## src/rtl/mem_bus_arbiter.sv

```systemverilog
// Two-master / one-slave arbiter for the 26-bit address / 32-bit data memory request bus.
// Define MEM_ARB_ROUND_ROBIN_EN to alternate grants on collisions; default is fixed priority to m0.
module mem_bus_arbiter #(
  parameter int unsigned ADDR_W       = 26,
  parameter int unsigned DATA_W       = 32,
  parameter int unsigned ACK_WAIT     = 2,
  parameter int unsigned DONE_TIMEOUT = 1023
) (
  input  logic              clk,
  input  logic              reset,
  input  logic              m0_read_req,
  input  logic              m0_write_req,
  input  logic [ADDR_W-1:0] m0_addr,
  input  logic [DATA_W-1:0] m0_data_write,
  output logic [DATA_W-1:0] m0_data_read,
  output logic              m0_busy,
  input  logic              m1_read_req,
  input  logic              m1_write_req,
  input  logic [ADDR_W-1:0] m1_addr,
  input  logic [DATA_W-1:0] m1_data_write,
  output logic [DATA_W-1:0] m1_data_read,
  output logic              m1_busy,
  output logic              s_read_req,
  output logic              s_write_req,
  output logic [ADDR_W-1:0] s_addr,
  output logic [DATA_W-1:0] s_data_write,
  input  logic [DATA_W-1:0] s_data_read,
  input  logic              s_busy,
  output logic              timeout_err
);

  localparam logic [2:0] IDLE      = 3'd0;
  localparam logic [2:0] ISSUE     = 3'd1;
  localparam logic [2:0] WAIT_ACK  = 3'd2;
  localparam logic [2:0] WAIT_DONE = 3'd3;
  localparam logic [2:0] COMPLETE  = 3'd4;

  localparam logic [3:0] AckLimit  = 4'(ACK_WAIT);
  localparam logic [9:0] DoneLimit = 10'(DONE_TIMEOUT);

  logic [2:0]        state_q, state_d;
  logic              grant_q, grant_d;
  logic              pick;
  logic [1:0]        pending_q;
  logic [1:0]        hold_rnw_q;
  logic [ADDR_W-1:0] hold_addr0_q, hold_addr1_q;
  logic [DATA_W-1:0] hold_wdata0_q, hold_wdata1_q;
  logic [ADDR_W-1:0] s_addr_q;
  logic [DATA_W-1:0] s_wdata_q;
  logic [DATA_W-1:0] rdata0_q, rdata1_q;
  logic [3:0]        ack_cnt_q, ack_cnt_d;
  logic [9:0]        done_cnt_q, done_cnt_d;
  logic              timeout_q;
  logic              accept0, accept1;
  logic              load, complete, abort;
  logic              cur_rnw;

  assign accept0 = ~pending_q[0] & (m0_read_req | m0_write_req);
  assign accept1 = ~pending_q[1] & (m1_read_req | m1_write_req);
  assign cur_rnw = hold_rnw_q[grant_q];

`ifdef MEM_ARB_ROUND_ROBIN_EN
  logic last_grant_q;

  always_comb begin
    pick = (&pending_q) ? ~last_grant_q : ~pending_q[0];
  end

  always_ff @(posedge clk or negedge reset) begin
    if (!reset) begin
      last_grant_q <= 1'b1;
    end else if (complete) begin
      last_grant_q <= grant_q;
    end
  end
`else
  always_comb begin
    pick = ~pending_q[0];
  end
`endif

  always_comb begin
    state_d    = state_q;
    grant_d    = grant_q;
    ack_cnt_d  = ack_cnt_q;
    done_cnt_d = done_cnt_q;
    load       = 1'b0;
    complete   = 1'b0;
    abort      = 1'b0;
    case (state_q)
      IDLE: begin
        if (|pending_q) begin
          grant_d = pick;
          load    = 1'b1;
          state_d = ISSUE;
        end
      end
      ISSUE: begin
        ack_cnt_d = '0;
        state_d   = WAIT_ACK;
      end
      WAIT_ACK: begin
        if (s_busy) begin
          done_cnt_d = '0;
          state_d    = WAIT_DONE;
        end else begin
          // Slave never raised busy: assume it finished without stalling.
          ack_cnt_d = ack_cnt_q + 4'd1;
          if (ack_cnt_d == AckLimit) state_d = COMPLETE;
        end
      end
      WAIT_DONE: begin
        if (!s_busy) begin
          state_d = COMPLETE;
        end else begin
          done_cnt_d = done_cnt_q + 10'd1;
          if (done_cnt_d == DoneLimit) begin
            abort   = 1'b1;
            state_d = COMPLETE;
          end
        end
      end
      COMPLETE: begin
        complete = 1'b1;
        state_d  = IDLE;
      end
      default: state_d = IDLE;
    endcase
  end

  always_ff @(posedge clk or negedge reset) begin
    if (!reset) begin
      state_q    <= IDLE;
      grant_q    <= 1'b0;
      ack_cnt_q  <= '0;
      done_cnt_q <= '0;
      timeout_q  <= 1'b0;
    end else begin
      state_q    <= state_d;
      grant_q    <= grant_d;
      ack_cnt_q  <= ack_cnt_d;
      done_cnt_q <= done_cnt_d;
      if (abort) timeout_q <= 1'b1;
    end
  end

  // Holding registers keep each master's request stable while it waits for the slave.
  always_ff @(posedge clk or negedge reset) begin
    if (!reset) begin
      pending_q     <= '0;
      hold_rnw_q    <= '0;
      hold_addr0_q  <= '0;
      hold_addr1_q  <= '0;
      hold_wdata0_q <= '0;
      hold_wdata1_q <= '0;
    end else begin
      if (accept0) begin
        hold_addr0_q  <= m0_addr;
        hold_wdata0_q <= m0_data_write;
        hold_rnw_q[0] <= ~m0_write_req;
      end
      if (accept1) begin
        hold_addr1_q  <= m1_addr;
        hold_wdata1_q <= m1_data_write;
        hold_rnw_q[1] <= ~m1_write_req;
      end
      if (complete && !grant_q) pending_q[0] <= 1'b0;
      else if (accept0)         pending_q[0] <= 1'b1;
      if (complete && grant_q)  pending_q[1] <= 1'b0;
      else if (accept1)         pending_q[1] <= 1'b1;
    end
  end

  always_ff @(posedge clk or negedge reset) begin
    if (!reset) begin
      s_addr_q  <= '0;
      s_wdata_q <= '0;
      rdata0_q  <= '0;
      rdata1_q  <= '0;
    end else begin
      if (load) begin
        s_addr_q  <= grant_d ? hold_addr1_q : hold_addr0_q;
        s_wdata_q <= grant_d ? hold_wdata1_q : hold_wdata0_q;
      end
      if (complete && cur_rnw) begin
        if (grant_q) rdata1_q <= s_data_read;
        else         rdata0_q <= s_data_read;
      end
    end
  end

  assign s_read_req   = (state_q == ISSUE) &  cur_rnw;
  assign s_write_req  = (state_q == ISSUE) & ~cur_rnw;
  assign s_addr       = s_addr_q;
  assign s_data_write = s_wdata_q;
  assign m0_busy      = pending_q[0];
  assign m1_busy      = pending_q[1];
  assign m0_data_read = rdata0_q;
  assign m1_data_read = rdata1_q;
  assign timeout_err  = timeout_q;

endmodule

```

## config.mk

```make
export PLATFORM = sky130hd
export DESIGN_NAME = mem_bus_arbiter
export DESIGN_NICKNAME = d
export VERILOG_FILES = /design/src/rtl/mem_bus_arbiter.sv
export SDC_FILE = /design/constraint.sdc
export NUM_CORES = 1
export LEC_CHECK = 0
export ABC_AREA = 1
export CAP_MARGIN = 10
export CORE_MARGIN = 1
export CORE_UTILIZATION = 30
export CTS_BUF_LIST = sky130_fd_sc_hd__clkbuf_4 sky130_fd_sc_hd__clkbuf_8 sky130_fd_sc_hd__clkbuf_16
export DETAILED_ROUTE_END_ITERATION = 7
export DONT_BUFFER_PORTS = 1
export GPL_TIMING_DRIVEN = 0
export PLACE_DENSITY = 0.56
export REMOVE_ABC_BUFFERS = 1
export SYNTH_ARGS = -nofsm -noshare
export SYNTH_HDL_FRONTEND = slang
export SYNTH_SLANG_ARGS = --single-unit
```

## constraint.sdc

```tcl
create_clock -name clk -period 2.4 [get_ports clk]
set_input_delay 0.48 -clock clk [delete_from_list [all_inputs] [get_ports clk]]
set_output_delay 0.48 -clock clk [all_outputs]
set_load 0.03 [all_outputs]
```

Word-level counts from Yosys, hierarchy flattened --
Index checks and enable logic that the tools add are counted.
Operators by class: bitwise logic cells 12, reduce and logical (&&, ||, !) cells 15, eq/ne operators 12, multiplexer cells 27, $add $sub $neg 2, $lt $le $gt $ge 1
Operators by type and width (count):
- 32-bit 2-to-1 mux | 1
- 26-bit 2-to-1 mux | 1
- 10-bit 2-to-1 mux | 2
- 10-bit case mux with 2 select lines | 1
- 3-bit 2-to-1 mux | 5
- 1-bit 2-to-1 mux | 14
- 3-bit case mux with 4 select lines | 1
- 10-bit by 1-bit adder with 10-bit output (second input constant) | 1
- 10-bit == test (second input constant) | 1
- 2-bit != test (second input constant) | 4
- 4-bit case mux with 2 select lines | 1
- 2-bit nonzero test | 4
- 3-bit by 2-bit == test with 1-bit output (second input constant) | 2
- 3-bit != test (second input constant) | 2
- 1-bit NOT | 6
- 2-bit AND reduction | 3
- 3-bit AND reduction | 2
- 4-bit by 1-bit adder with 4-bit output (second input constant) | 1
- 1-bit bitwise AND | 4
- 4-bit by 2-bit == test with 1-bit output (second input constant) | 1
- 4-bit 2-to-1 mux | 1
- 3-bit by 1-bit == test with 1-bit output (second input constant) | 1
- 3-bit == test (second input constant) | 1
- 1-bit logical AND | 3
- other kinds (5) | 6
Storage, ports and cells: bits of input ports 155, bits in registers 261, word-level logic and storage cells 86, output and inout port bits 127

Logic depth before layout (Yosys ltp) --
word-level depth 5, gate-level depth with buffers 12, gate-level depth less buffers 12

Worst setup path before layout --
OpenSTA, ideal clock, no wires.
kind register -> output, start point register state_q[1], end point output s_write_req, cell stages (with the launch flop) 4, arrival 1.303 ns, path slack 0.617 ns, buffers on the path 0, data required time 1.920 ns, cell sequence dfrtp_1 -> inv_2 -> nand3_1 -> nor3_1
On the way: word-level cells in the longest chain between the ends 2
RTL lines:
- from (decl) | RTL line 41 | logic [2:0] state_q, state_d;
- from (signal assigned) | RTL line 139 | state_q <= state_d;
- 3-bit by 1-bit == test with 1-bit output | RTL line 193 | assign s_write_req = (state_q == ISSUE) & ~cur_rnw;
- 1-bit bitwise AND | RTL line 193
- to (decl) | RTL line 24 | output logic s_write_req,
No other way between the ends.

Worst setup path after layout --
Same ends and word-level chain as after synthesis.

==> impl_results.md <==
* CTS buffer count at 30
* Clock slew at reported path FFs at 0.06 ns
* Tmin final at 2.299 ns
* Final HPWL DP at 17920 µm
* Element type at the critical path start: flip-flop
* P_int at 11320 µW
* Worst-Skew Late Latency at 0.55 ns
* Area growth, synth to finish at 14.59%
* Number of port buffers at 0
* GR Layer Usage met2 at 0.2521
* DR pass1 iterations at 5
* Most area-consuming cells after synthesis: dfrtp_1, nand2_1, o21ai_0
* Met1 Use GR at 0.1939
* Status: finished, violations left
* CTS tree: yes
* Global-route wire length before repair at 44530 µm
* R2R setup slack at 0.27 ns
* Number of synthesized flops with an enable pin at 0
* Starting density of the core at 0.3059
* Largest net degree at the start of global routing at 262
* CP arrival at 1.82 ns
* Setup TNS at 0 ns
* Max-cap viol count at 0
* Overall Power at 20320 µW
* Placer Congestion at 0.8155
* Clock power share at 0.217
* Worst Clk Skew at 0.01405 ns
* HP Class: in2async
* Via count at 7821
* Vias in the first global route at 8027
* Layout Nets at 1362
* Netlist cell types at 28
* Slew Limit Fails at 0
* Die area at 36150 µm²
* Most common cell in the netlist: nand2_1
* Mapped Area at 10620 µm²
* Net Sw Frac at 0.4430
* IO Count at 282
* Part of the cycle the worst path needs at 0.9581
* Post-Syn Instances at 1219
* H-tree Lvls at 1
* CTS max path bufs at 3
* Endpoints failing setup at 0
* Leakage at 0.006143 µW
* Pwr/cell area at 1670 nW/µm²
* Number of synthesized register bits at 261
* Share of cells above drive strength 1 at 0.06557
* Busiest grt layer: met2
* Synth async-reset ratio at 1.000
* Remaining Overflow, GRT at 0
* Clock Sinks at 261
* Core Rows at 68
* Switching pwr at 9000 µW
* Worst R2R Path Depth at 7
* Syn_area_per_cell at 8.710 µm²
* Fmax at 434.9 MHz
* Antenna violations before repair at 1
* Final core utilization at 0.3505
* Die X-Extent at 190.1 µm
* Worst-path maximum fanout at 7
* Core area at 34710 µm²
* Flop pwr share at 0.498
* Peak supply drop at 0.8590 mV
* Detail Route Antenna Nets at 0
* Failing checks: negative hold slack
* Hold slack at -0.3725 ns
* Relative slew slack at 0.3942
* Final WL at 28460 µm
* Synth top area share at 0.6151
* Residual DRC count at 0
* Routed len/inst at 16.98 µm
* Post-synthesis sequential area ratio at 0.6151
* Final Hold Viols at 261
* Syn. warnings at 0
* Critical R2R Capture: s_data_write[8]
* Critical path class: reg2out
* CTS Root Cell: clkbuf_16
* RSZ-0062 raised after global routing: no
* Met3 Usage GRT at 0.05977
* All-Layer GR Usage at 0.1553
* Reg2reg start: state_q[0]
* DRT iter0 DRCs at 404
* Area leader, netlist: dfrtp_1
* Vias per cell at 4.666
* Die H at 190.1 µm
* Crit path required time at 1.92 ns
* CP endpoint kind: output port
* Worst-margin pin slew at 0.9087 ns
* Most frequent cells after synthesis: nand2_1, dfrtp_1, o21ai_0
* Post-CTS Setup Repair Bufs at 0
* Top FF cell, synth: dfrtp_1
* Logic pwr share at 0.285
==> flip-flops by register name, summed over array words and instances (netlist names) <==
register / flops
s_addr: 26
hold_addr0_q: 26
grant_q: 1
ack_cnt_q: 4
m1_data_read: 32
m0_data_read: 32
state_q: 3
timeout_err: 1
hold_rnw_q: 2
s_data_write: 32
pending_q: 2
hold_wdata1_q: 32
done_cnt_q: 10
hold_wdata0_q: 32
hold_addr1_q: 26
==> power by group through the flow <==
stage	clock [µW]	combinational [µW]	sequential [µW]
global route	4720	6720	10400
finish	4410	5790	10100
detailed placement	0	5880	10200
CTS	4550	5910	10100
global placement	0	5360	10200
floorplan	0	4070	9690
==> critical path, cell delays in order, from the launching register on <==
cell     delay, ns
dfrtp_1       0.45
inv_2         0.10
nand3_1       0.18
nor3_2        0.53
==> through the flow <==
stage	cells	setup slack [ns]	instance area, µm²
floorplan	1159	-1.508	10350
global placement	1614	-6.122	10920
detailed placement	1626	-0.1106	11200
CTS	1675	0.02947	12160
global route	1675	0.02461	12160
finish	1676	0.1006	12170
==> worst max-delay path by stage <==
stage | from | endpoint | slack (ns) | cells past startpoint
final | state_q[1] | s_write_req | 0.10 | 3
after global routing | state_q[1] | s_write_req | 0.02 | 3
after CTS | grant_q | s_read_req | 0.03 | 3
after detailed placement | pending_q[1] | hold_wdata1_q[4] | -0.11 | 7
after global placement | m1_write_req | pending_q[1] | -6.12 | 4
after floorplan | m1_write_req | pending_q[1] | -1.51 | 4
==> cells by family (layout without fill, tap and decap cells) <==
group	Yosys count	after routing	synth area share
DFF	261	261	0.6151
xor gates and xnor gates	2	2	0.001650
other	0	1	0
AOI/OAI and AO/OA	209	209	0.1081
buffers and inverters	183	184	0.06870
adders and majority gates	4	4	0.004714
and+or+nand+nor	560	560	0.2017
==> per-layer routing <==
metal / up-vias / routed length, µm
li1: 3806 / -
met1: 3682 / 11930
met2: 299 / 12940
met3: 34 / 2931
met4: 0 / 661
met5: - / 0
==> area by class of cell <==
| class | count | area [µm²] |
|---|---|---|
| tap | 455 | 569.3 |
| timing repair buffer | 12 | 255.2 |
| multi-input combinational | 775 | 3393 |
| clock inverter | 10 | 81.33 |
| antenna | 1 | 2.502 |
| clock buffer | 39 | 867.1 |
| inverter | 123 | 464.2 |
| fill | 3573 | 22550 |
| sequential | 261 | 6534 |
==> what timing repair did <==
action                     in CTS  in global routing
setup endpoints to repair      28                 12
resized for setup               2                  3
hold endpoints to repair      261                261
pin swaps                       0                  1
==> placed cells by master (no fill, tap or decap) <==
master	synthesis	final
a21oi_1	2	2
a21oi_4	1	1
a31oi_1	1	1
buf_12	0	10
buf_16	0	2
bufinv_16	0	1
clkbuf_16	0	31
clkbuf_4	0	3
clkbuf_8	0	5
clkinv_2	0	7
clkinv_4	0	1
clkinvlp_4	0	1
dfrtp_1	261	259
dfrtp_2	0	2
diode_2	0	1
ha_1	4	4
inv_1	118	118
inv_2	5	4
inv_4	0	1
nand2_1	464	462
nand2_2	3	4
nand2_4	0	1
nand3_1	12	12
nand3b_1	1	1
nand4_1	1	1
nor2_1	75	74
nor2_2	1	2
nor3_1	2	1
nor3_2	1	2
o21ai_0	132	132
o21ai_1	6	5
o21ai_4	0	2
o21bai_1	1	1
o22ai_1	64	64
o31ai_1	1	1
xor2_1	2	2
Note: power is estimated with default switching activity, not from simulation.
